`src/rtl/tile_cfg_loader.sv`:
```
// tile_cfg_loader: streams configuration words LSB-first into either the clb
// or the conn scan chain of a row of daisy-chained tiles. The chain is selected
// at session start.
// Optional feature macro: TILE_CFG_READBACK_EN. It adds a CRC-8 readback pass
// that recirculates the chain after load.
module tile_cfg_loader #(
  parameter int unsigned CHANNEL_ONEWAY_WIDTH = 4,
  parameter int unsigned TILE_NUM             = 4,
  parameter int unsigned CLB_BITS_PER_TILE    = 32,
  parameter int unsigned CONN_BITS_PER_TILE   = 64,
  parameter int unsigned DATA_WIDTH           = 8
) (
  input  logic                  clk,
  input  logic                  reset,
  input  logic                  start,
  input  logic                  cfg_sel,
  input  logic                  abort,
  input  logic [DATA_WIDTH-1:0] cfg_data,
  input  logic                  cfg_valid,
  output logic                  cfg_ready,
  output logic                  clb_scan_in,
  output logic                  clb_scan_en,
  output logic                  conn_scan_in,
  output logic                  conn_scan_en,
  input  logic                  clb_scan_ret,
  input  logic                  conn_scan_ret,
  output logic                  scan_clk_en,
  output logic                  busy,
  output logic                  done,
  output logic                  error
);

  localparam int unsigned N_CLB  = TILE_NUM * CLB_BITS_PER_TILE;
  localparam int unsigned N_CONN = TILE_NUM * CONN_BITS_PER_TILE;
  // The counter also covers the shortest legal conn chain (one bit per track).
  localparam int unsigned N_TRK  = TILE_NUM * CHANNEL_ONEWAY_WIDTH;
  localparam int unsigned N_MX0  = (N_CLB > N_CONN) ? N_CLB : N_CONN;
  localparam int unsigned N_MAX  = (N_MX0 > N_TRK) ? N_MX0 : N_TRK;
  localparam int unsigned CW     = $clog2(N_MAX) + 1;
  localparam int unsigned SW     = $clog2(DATA_WIDTH + 1);

`ifdef TILE_CFG_READBACK_EN
  typedef enum logic [1:0] {IDLE = 2'd0, LOAD = 2'd1, VERIFY = 2'd2, FINISH = 2'd3} state_t;
`else
  typedef enum logic [1:0] {IDLE = 2'd0, LOAD = 2'd1, FINISH = 2'd3} state_t;
`endif

  state_t                state, state_nxt;
  logic                  sel_q, error_q, clk_en_q, scan_bit_q;
  logic [CW-1:0]         bit_cnt, n_len;
  logic [DATA_WIDTH-1:0] sh_reg;
  logic [SW-1:0]         sh_left;
  logic                  last_bit, take_word, issue, scan_bit, scan_act;

`ifdef TILE_CFG_READBACK_EN
  logic [7:0] crc_load, crc_ver;
  logic       ret_bit, verify_last, issue_bit;

  function automatic logic [7:0] crc8_step(input logic [7:0] c, input logic b);
    logic fb;
    fb = c[7] ^ b;
    return {c[6:0], 1'b0} ^ (fb ? 8'h07 : 8'h00);
  endfunction

  assign ret_bit     = sel_q ? conn_scan_ret : clb_scan_ret;
  assign verify_last = (bit_cnt == n_len - 1'b1);
  assign issue_bit   = take_word ? cfg_data[0] : sh_reg[0];
`else
  logic unused_ret;
  assign unused_ret = clb_scan_ret ^ conn_scan_ret;
`endif

  assign error = error_q;

  // Word handshake and per-cycle shift qualifier. Ready opens while the last
  // bit of the previous word is on the wire, so words stream without a bubble.
  always_comb begin
    n_len     = sel_q ? CW'(N_CONN) : CW'(N_CLB);
    last_bit  = (bit_cnt == n_len);
    cfg_ready = (state == LOAD) && (sh_left == '0) && !last_bit && !abort;
    take_word = cfg_valid && cfg_ready;
    issue     = (state == LOAD) && !abort && !last_bit && ((sh_left != '0) || take_word);
  end

  // State register
  always_ff @(posedge clk or negedge reset) begin
    if (!reset) state <= IDLE;
    else        state <= state_nxt;
  end

  // Next-state decode and chain/status outputs
  always_comb begin
    state_nxt   = state;
    busy        = (state != IDLE);
    done        = 1'b0;
    scan_act    = 1'b0;
    scan_bit    = scan_bit_q;
    scan_clk_en = clk_en_q;
    case (state)
      IDLE: if (start && !abort) state_nxt = LOAD;
      LOAD: begin
        scan_act = 1'b1;
        if (abort) state_nxt = IDLE;
`ifdef TILE_CFG_READBACK_EN
        else if (last_bit) state_nxt = VERIFY;
`else
        else if (last_bit) state_nxt = FINISH;
`endif
      end
`ifdef TILE_CFG_READBACK_EN
      VERIFY: begin
        scan_act    = 1'b1;
        scan_bit    = ret_bit;
        scan_clk_en = 1'b1;
        if (abort) state_nxt = IDLE;
        else if (verify_last) state_nxt = FINISH;
      end
`endif
      FINISH: begin
        done      = !error_q && !abort;
        state_nxt = IDLE;
      end
      default: state_nxt = IDLE;
    endcase
    clb_scan_en  = scan_act && !sel_q;
    conn_scan_en = scan_act && sel_q;
    clb_scan_in  = scan_bit && !sel_q;
    conn_scan_in = scan_bit && sel_q;
  end

  // Session datapath: chain select, shift register, bit counter, error flag
  always_ff @(posedge clk or negedge reset) begin
    if (!reset) begin
      sel_q      <= 1'b0;
      error_q    <= 1'b0;
      clk_en_q   <= 1'b0;
      scan_bit_q <= 1'b0;
      bit_cnt    <= '0;
      sh_reg     <= '0;
      sh_left    <= '0;
`ifdef TILE_CFG_READBACK_EN
      crc_load   <= '0;
      crc_ver    <= '0;
`endif
    end else begin
      clk_en_q <= issue;
      if (state == IDLE) begin
        sh_left <= '0;
        if (start && !abort) begin
          sel_q      <= cfg_sel;
          error_q    <= 1'b0;
          bit_cnt    <= '0;
          scan_bit_q <= 1'b0;
`ifdef TILE_CFG_READBACK_EN
          crc_load   <= '0;
`endif
        end
      end else if (abort) begin
        error_q <= 1'b1;
        sh_left <= '0;
      end else if (state == LOAD) begin
        if (take_word) begin
          scan_bit_q <= cfg_data[0];
          sh_reg     <= cfg_data >> 1;
          sh_left    <= SW'(DATA_WIDTH - 1);
        end else if (issue) begin
          scan_bit_q <= sh_reg[0];
          sh_reg     <= sh_reg >> 1;
          sh_left    <= sh_left - 1'b1;
        end
        if (issue) begin
          bit_cnt  <= bit_cnt + 1'b1;
`ifdef TILE_CFG_READBACK_EN
          crc_load <= crc8_step(crc_load, issue_bit);
`endif
        end
        // Chain full: unshifted bits of the final word are dropped here.
        if (last_bit) begin
          sh_left <= '0;
`ifdef TILE_CFG_READBACK_EN
          bit_cnt <= '0;
          crc_ver <= '0;
`endif
        end
      end
`ifdef TILE_CFG_READBACK_EN
      else if (state == VERIFY) begin
        bit_cnt <= bit_cnt + 1'b1;
        crc_ver <= crc8_step(crc_ver, ret_bit);
        if (verify_last && (crc8_step(crc_ver, ret_bit) != crc_load)) error_q <= 1'b1;
      end
`endif
    end
  end

endmodule
```
`config.mk`:
```
export PLATFORM = sky130hd
export DESIGN_NAME = tile_cfg_loader
export DESIGN_NICKNAME = d
export VERILOG_FILES = /design/src/rtl/tile_cfg_loader.sv
export SDC_FILE = /design/constraint.sdc
export NUM_CORES = 1
export LEC_CHECK = 0
export ABC_AREA = 1
export BUFFER_PORTS_ARGS = -buffer_cell sky130_fd_sc_hd__buf_2
export CORE_ASPECT_RATIO = 0.6
export CORE_MARGIN = 3
export CORE_UTILIZATION = 37
export DETAILED_ROUTE_END_ITERATION = 10
export GPL_TIMING_DRIVEN = 0
export PLACE_DENSITY = 0.56
export RECOVER_POWER = 25
export SYNTH_ARGS = -nofsm -noshare
export SYNTH_HDL_FRONTEND = slang
export SYNTH_SLANG_ARGS = --single-unit
```
`constraint.sdc`:
```
create_clock -name clk -period 3.3 [get_ports clk]
set_clock_uncertainty 0.1 [all_clocks]
set_input_delay 0.165 -clock clk [delete_from_list [all_inputs] [get_ports clk]]
set_output_delay 0.165 -clock clk [all_outputs]
set_load 0.005 [all_outputs]
```
### Word level (Yosys, flattened, before mapping)

Index checks and enable logic that the tools add are counted.

| cells by class | value |
|---|---|
| equal/unequal tests | 6 |
| bitwise operators | 2 |
| reduce and logical (&&, ||, !) cells | 36 |
| add/subtract/negate cells | 2 |
| multiplexer cells | 28 |

Operator list:

| kind | count |
|---|---|
| $mux W9 | 6 |
| $mux W4 | 6 |
| $mux W8 | 2 |
| $logic_and A1 B1 Y1 | 13 |
| $reduce_and A4 Y1 | 3 |
| $mux W1 | 10 |
| $reduce_bool A2 Y1 | 5 |
| $add A9 B1 Y9 const B | 1 |
| $eq A9 B9 Y1 | 1 |
| $reduce_and A2 Y1 | 4 |
| $mux W2 | 3 |
| $reduce_bool A3 Y1 | 2 |
| $reduce_bool A5 Y1 | 1 |
| $logic_not A1 Y1 | 4 |
| $logic_not A4 Y1 | 1 |
| $pmux W2 S2 | 1 |
| $reduce_bool A4 Y1 | 1 |
| $sub A4 B1 Y4 const B | 1 |
| $ne A3 B3 Y1 const B | 1 |
| $eq A2 B1 Y1 const B | 1 |
| $eq A2 B2 Y1 const B | 1 |
| $logic_not A2 Y1 | 1 |
| $ne A2 B1 Y1 const B | 1 |
| $ne A2 B2 Y1 const B | 1 |
| 2 further kinds | 3 |

| word-level totals | value |
|---|---|
| input bits | 16 |
| output and inout bits | 9 |
| word-level logic and storage cells | 82 |
| register bits | 27 |

### Logic depth before layout (Yosys ltp)

Gate-level depths: netlist of the first run.

| depth | value |
|---|---|
| depth after elaboration | 14 |
| mapped depth | 12 |
| depth with buffers taken out | 12 |

### Least setup slack after synthesis of the first run

No wires, ideal clock.

| timing | value |
|---|---|
| kind | flip-flop to flip-flop |
| from | reg bit_cnt[0] |
| to | reg sh_reg[2] |
| path buffers | 1 |
| data required time | 3083 ps |
| path slack | 1721 ps |
| setup time | 117 ps |
| stages on the path, launching flop included | 13 |
| arrival | 1363 ps |
| clock period less this slack | 1579 ps |
| path through | dfrtp_1 > inv_1 > ha_1 > inv_1 > nor2_1 > nand2_1 > nor2_2 > nand2_2 > nand3_4 > inv_4 > buf_6 > nand3_2 > nand2_1 |

| on the way | value |
|---|---|
| word-level cells in the longest chain between the ends | 9 |
| elaborated cells on any way between the ends | 11 |
| classes of those cells | eq/ne (1); mux (1); reduce/logical (9) |

Ends and longest elaborated chain:

| item | RTL line | RTL |
|---|---|---|
| from (decl) | 50 | `logic [CW-1:0] bit_cnt, n_len;` |
| from (signal assigned) | 172 | `bit_cnt <= bit_cnt + 1'b1;` |
| $eq A9 B9 Y1 (*) | 79 | `last_bit = (bit_cnt == n_len);` |
| $logic_not A1 Y1 (*) | 80, 82 |  |
| $logic_and A1 B1 Y1 (2 in a row) | 80 | `cfg_ready = (state == LOAD) && (sh_left == '0) && !last_bit && !abort;` |
| $logic_and A1 B1 Y1 | 81 | `take_word = cfg_valid && cfg_ready;` |
| $logic_or A1 B1 Y1 | 82 | `issue = (state == LOAD) && !abort && !last_bit && ((sh_left != '0) \|\| take_word);` |
| $logic_and A1 B1 Y1 (*) | 82 |  |
| via issue | 53 | `logic last_bit, take_word, issue, scan_bit, scan_act;` |
| $reduce_bool A2 Y1 (no line) (*) | n/a |  |
| $reduce_and A4 Y1 (no line) (*) | n/a |  |
| to (signal assigned) | 164 | `sh_reg <= cfg_data >> 1;` |
| to (signal assigned) | 168 | `sh_reg <= sh_reg >> 1;` |
| to (decl) | 51 | `logic [DATA_WIDTH-1:0] sh_reg;` |

Mark *: on every way through the listed nets, which the timed path passes. The rest lies on a longest branch.
A chain may end at the register's enable or synchronous reset.

### Worst setup path in the final report of the first run

| timing | value |
|---|---|
| from | reg bit_cnt[0] |
| to | out cfg_ready |

| on the way | value |
|---|---|
| word-level cells in the longest chain between the ends | 4 |

Ends and longest elaborated chain:

| item | RTL line | RTL |
|---|---|---|
| $eq A9 B9 Y1 | 79 |  |
| $logic_not A1 Y1 | 80 |  |
| $logic_and A1 B1 Y1 (2 in a row) | 80 |  |
| to (decl) | 20 | `output logic cfg_ready,` |

No other way between the ends.

==> flow_summary.toml, run 1 <==
[clock_network]
clk_pin_slew_worst_paths_ns = 0.09
htree_levels = 1
cts_tree = "done"
cts_sinks = 26
cts_resized = 0
clk_latency_ns = 0.27
clock_path_buffers = 2
cts_inserted_buffers = 3
root_buffer = "clkbuf_8"

[final_layout]
postLayoutCoreUtil = 0.452
drive_gt1_frac = 0.177
fillers = 448
area_growth_pct = 14.4
n_antenna_cell = 0
nets = 276
largest_reg_flops = 9

[detailed_routing]
via_count = 1443
via_per_inst = 4.60
drt_wl_total_um = 3670
drcViolationCount = 0
antenna_left = 0
avgRoutedWirePerCell_um = 11.7
drt_first_pass_iters = 4
drt_first_iter_violations = 86

[global_route]
gr-total-overflow = 0
grt_antenna_before_repair = 0
grt_pass1_vias = 1236
grt_max_degree = 27
grt_use_total = 0.152
grt_first_pass_wirelength_um = 6310

[die]
rows = 18
start_util = 0.395
dieArea_um2 = 5360
core_area_um2 = 4210
die_x_um = 92.6
die_h_um = 57.9
ioPinCount = 25

[worst_setup_path]
startpoint_type = "flip-flop"
cp.arrival_ns = 1.73
cp.depth = 11
cp_max_fo = 10
rrSetupSlack_ns = 1.50
path_buf_inv = 4
crit_type = "flip-flop to output pin"
path_cells = "inv_1 > ha_1 > inv_1 > nor2_1 > nand2_1 > nor2_2 > nand2_2 > buf_6 > nand2_1 > nor2_1 > buf_2"
critPathTopFamily = "buffers and inverters"
ff2ff_path_depth = 12
cp_slowest_cell = "dfrtp_1"
cp-startpoint = "bit_cnt[0]"
crit_end = "cfg_ready"
cp-end-kind = "output pin"
reg2reg_from = "bit_cnt[0]"
cpPeakStageDelay_ns = 0.42
worstReg2RegEnd = "scan_bit"
cp.required_ns = 3.03

[logic_synthesis]
yosys_warnings = 0
yosys.area.top_type = "dfrtp_1"
synth_area_leaders = "dfrtp_1 39%, nand2_1 18%, inv_1 7.4%"
synth_most_common_cell = "nand2_1"
yosysTopAreaCellShare = 0.391
synth_fp_nets = 248
yosysSeqAreaShare = 0.391
syn_area_um2 = 1660
ys_ff_latch = 26
avgSynthCellArea_um2 = 7.30
async_flop_share = 1.00
synth_ff_type = "dfrtp_1"
postSynthCellCount = 228
yosys.cell_types.count = 29
synthTopCellsByCount = "80 x nand2_1, 33 x inv_1, 26 x dfrtp_1"
synth_edf_count = 0

[power]
p_per_area_nw_per_um2 = 444
ir_worst_vdd_v = 0.000190
power.leakage_nw = 1.03

[placement]
pre_cts_ws_ns = 1.52
io_buffers = 21
gp_congestion = 0.775
dpl.hpwl_um = 2670

[sta]
whs_ns = 0.0434
period_needed_ns = 2.00
rsz0062_at_grt = "false"
setup_violations = 0
clock.fmax_ghz = 0.501
finalHoldViolations = 0
slew_headroom = 0.0110
period_share = 0.605
tightest_slew_ns = 1.48
worst_slack_ns = 1.30
maxSlewViolCount = 0
tns_ns = 0

[run_status]
status = "finished, final reports clean"

[hold_path]
hold_class = "input port to flip-flop"

[job]
maxCapViolCount = 0
==> area by class of cell <==
class	instances	area [um^2]	share of cell area
multi-input combinational	162	840	0.441
sequential	26	651	0.342
inverter	35	134	0.0703
timing repair buffer	23	124	0.0650
tap	60	75.1	0.0394
clock buffer	3	41.3	0.0217
buffer	5	40.0	0.0210
==> what timing repair did <==
item | 4_1_cts | 5_1_grt
hold buffers | 2 | 0
setup buffers | 0 | 0
endpoints found under the hold margin | 27 | 0
==> logic make-up (layout without fill, tap and decap cells) <==
family | Yosys count | in the layout | synth area share
and+or+nand+nor | 145 | 145 | 0.414
buffers and inverters | 40 | 66 | 0.105
adders and majority gates | 4 | 4 | 0.0301
AOI/OAI and AO/OA | 7 | 7 | 0.0293
xor gates and xnor gates | 6 | 6 | 0.0316
DFF | 26 | 26 | 0.391
==> layout by cell type, fill, tap and decap left out, drive strengths merged, types with 3 or more instances in the layout <==
cell type  count
dfrtp         26
a21oi          3
nand2         84
ha             4
clkbuf         4
xnor2          5
inv           35
nand4          9
buf           25
nand3         21
nor2          27
==> worst min path at each step <==
stage,from,endpoint,slack (ns),cells past startpoint
after floorplan,reset,bit_cnt[0],-0.23,0
after global placement,reset,sh_left[2],0.12,1
after detailed placement,reset,sh_left[2],0.12,1
after CTS,cfg_data[7],sh_reg[6],0.04,3
after global routing,cfg_data[7],sh_reg[6],0.04,3
final,cfg_data[7],sh_reg[6],0.04,3
==> through the flow <==
stage | power (mW) | instances | area, um^2
detailed placement | 0.671 | 309 | 1840
global route | 0.921 | 314 | 1900
global placement | 0.671 | 309 | 1840
floorplan | 0.602 | 228 | 1660
CTS | 0.859 | 314 | 1910
finish | 0.846 | 314 | 1900
==> metal layers <==
metal	vias up	wire, um	part of all wire	track usage
met1	649	2090	0.57	0.253
met4	0	23	0.0063	0.0381
met5	-	0	0	0
li1	759	-	-	-
met3	2	183	0.050	0.0428
met2	33	1370	0.37	0.184
==> report_power, final <==
group          switching (mW)  internal, mW
combinational           0.151        0.0982
clock                  0.0976        0.0818
sequential             0.0393         0.378
==> tightest hold or removal path: stages <==
cell,delay (ns)
buf_2,0.07
nand3_1,0.06
o21ai_0,0.07
No activity file was read; power rests on OpenSTA's default activity.
==> run 2: changes to the inputs <==
--- a/config.mk
+++ b/config.mk
@@ -12,7 +12,7 @@
 export CORE_UTILIZATION = 37
 export DETAILED_ROUTE_END_ITERATION = 10
 export GPL_TIMING_DRIVEN = 0
-export PLACE_DENSITY = 0.56
+export PLACE_DENSITY = 0.58
 export RECOVER_POWER = 25
 export SYNTH_ARGS = -nofsm -noshare
 export SYNTH_HDL_FRONTEND = slang
==> constraint.sdc (replaced) <==
create_clock -name clk -period 1.7 [get_ports clk]
set_clock_uncertainty 0.1 [all_clocks]
set_input_delay 0.085 -clock clk [delete_from_list [all_inputs] [get_ports clk]]
set_output_delay 0.085 -clock clk [all_outputs]
set_load 0.005 [all_outputs]
==> run 2 against run 1 <==
- worst setup slack worse by 1.4 ns
- flip-flop and latch count unchanged
- power rose by 110%
- first-iteration DRC count fell by 35%
- sequential power is 93% higher
- the run now ends with setup timing left
- clock power increased by 99%
- routed wire length rose by 9.0%
- via count grew 4.1%
- non-clock buffer count grew 14
- largest power group unchanged
==> flow_summary.toml, run 2 (synthesis results as in run 1) <==
[worst_setup_path]
cp_max_fo = 6
crit_type = "flip-flop to flip-flop"
cp.arrival_ns = 1.87
cp-startpoint = "bit_cnt[0]"
ff2ff_path_depth = 13
startpoint_type = "flip-flop"
reg2reg_from = "bit_cnt[0]"
cp.required_ns = 1.77
cp-end-kind = "flip-flop"

[die]
dieArea_um2 = 5360
start_util = 0.395
die_x_um = 92.6
ioPinCount = 25
core_area_um2 = 4210
rows = 18
die_h_um = 57.9

[sta]
clock.fmax_ghz = 0.556
period_share = 1.06
tns_ns = -1.40
period_needed_ns = 1.80
rsz0062_at_grt = "true"
worst_slack_ns = -0.0990
slew_headroom = 0.519
tightest_slew_ns = 0.721
maxSlewViolCount = 0
finalHoldViolations = 0
setup_violations = 22

[detailed_routing]
antenna_left = 0
wl_met1_um = 2070
drt_wl_total_um = 4000
drt_first_pass_iters = 4
wl_met3_um = 325
drt_first_iter_violations = 56
via_per_inst = 4.57
avgRoutedWirePerCell_um = 12.1
dr_wl_met2_um = 1590
top_layer = "met4"
drcViolationCount = 0
via_count = 1502

[hold_path]
holdPathStages = 5
min_from = "cfg_data[2]"
hold_class = "input port to flip-flop"

[final_layout]
area_growth_pct = 26.2
drive_gt1_frac = 0.249
final_common_cell = "nand2_1"
nets = 291
design_area_um2 = 2100
largest_reg_flops = 9
n_antenna_cell = 0
most-common-layout-cells = "76 x nand2_1, 32 x inv_1, 26 x dfrtp_1"

[clock_network]
cts_inserted_buffers = 3
clk_pin_slew_worst_paths_ns = 0.09
cts_tree = "done"
htree_levels = 1
cts_sinks = 26
root_buffer = "clkbuf_8"
clock_path_buffers = 2
clk_latency_ns = 0.27

[power]
power.leakage_nw = 1.11
ir_worst_vdd_v = 0.000429
p_per_area_nw_per_um2 = 832

[placement]
gp_congestion = 0.780
io_buffers = 21
dpl.hpwl_um = 2700
post_dp_cell_area_um2 = 1840

[global_route]
grt_max_degree = 27
grt_pass1_vias = 1316
grt_use_total = 0.148
grt_antenna_before_repair = 0
grt_first_pass_wirelength_um = 6330
gr-total-overflow = 0

[run_status]
violations = "setup timing"
status = "finished with violations"

[job]
maxCapViolCount = 0
run 2: repair_timing:
item                       4_1_cts  5_1_grt
gates cloned                     1        2
hold buffers                     4        0
resized for setup                7       10
pin swaps                        3        3
buffers inserted                 7        3
hold endpoints to repair        29        0
setup endpoints to repair       21       22
run 2: critical path, cell delays in order (launching register included):
cell,delay (ns)
dfrtp_1,0.40
inv_2,0.06
ha_1,0.13
inv_1,0.04
nor2_1,0.08
nand2_1,0.07
nor2_2,0.13
nand2_2,0.08
buf_4,0.15
nand3_4,0.13
inv_6,0.06
clkbuf_16,0.15
nand3_2,0.06
nand2_1,0.04
run 2: through the flow:
step	hold slack (ns)	util	power (mW)	setup slack, ns	std cells
after floorplan	-0.311	-	1.17	0.121	228
after global placement	0.0368	0.438	1.30	-0.0893	309
after detailed placement	0.0367	0.438	1.30	-0.0963	309
after CTS	0.0415	0.477	1.71	-0.0919	324
after global routing	0.0793	0.499	1.89	-0.208	329
final	0.0506	0.499	1.75	-0.0990	329
run 2: path summary, 6_finish.rpt:
check	to	slack, ns
worst max-delay path	sh_reg[5]	-0.1
worst min-delay path	sh_reg[1]	0.05
worst max register to register	sh_reg[5]	-0.1
worst min register to register	sh_reg[0]	0.39
max in group asynchronous	sh_reg[1]	0.79
min in group asynchronous	sel_q	0.27
run 2: final cells by class:
cell class,instances,area [um^2]
Buffer,5,47.5
Clock buffer,3,41.3
Fill cell,441,2110
Inverter,35,136
Multi-Input combinational cell,163,893
Sequential cell,26,651
Tap cell,60,75.1
Timing Repair Buffer,37,256
run 2: layer usage:
layer,up-vias,GRT usage
li1,786,-
met1,663,0.235
met2,51,0.207
met3,2,0.0350
met4,0,0.0190
met5,-,0
run 2: power breakdown:
part,internal (mW),switching [mW],leakage [nW]
combinational,0.252,0.335,0.744
sequential,0.733,0.0697,0.349
clock,0.159,0.197,0.0216
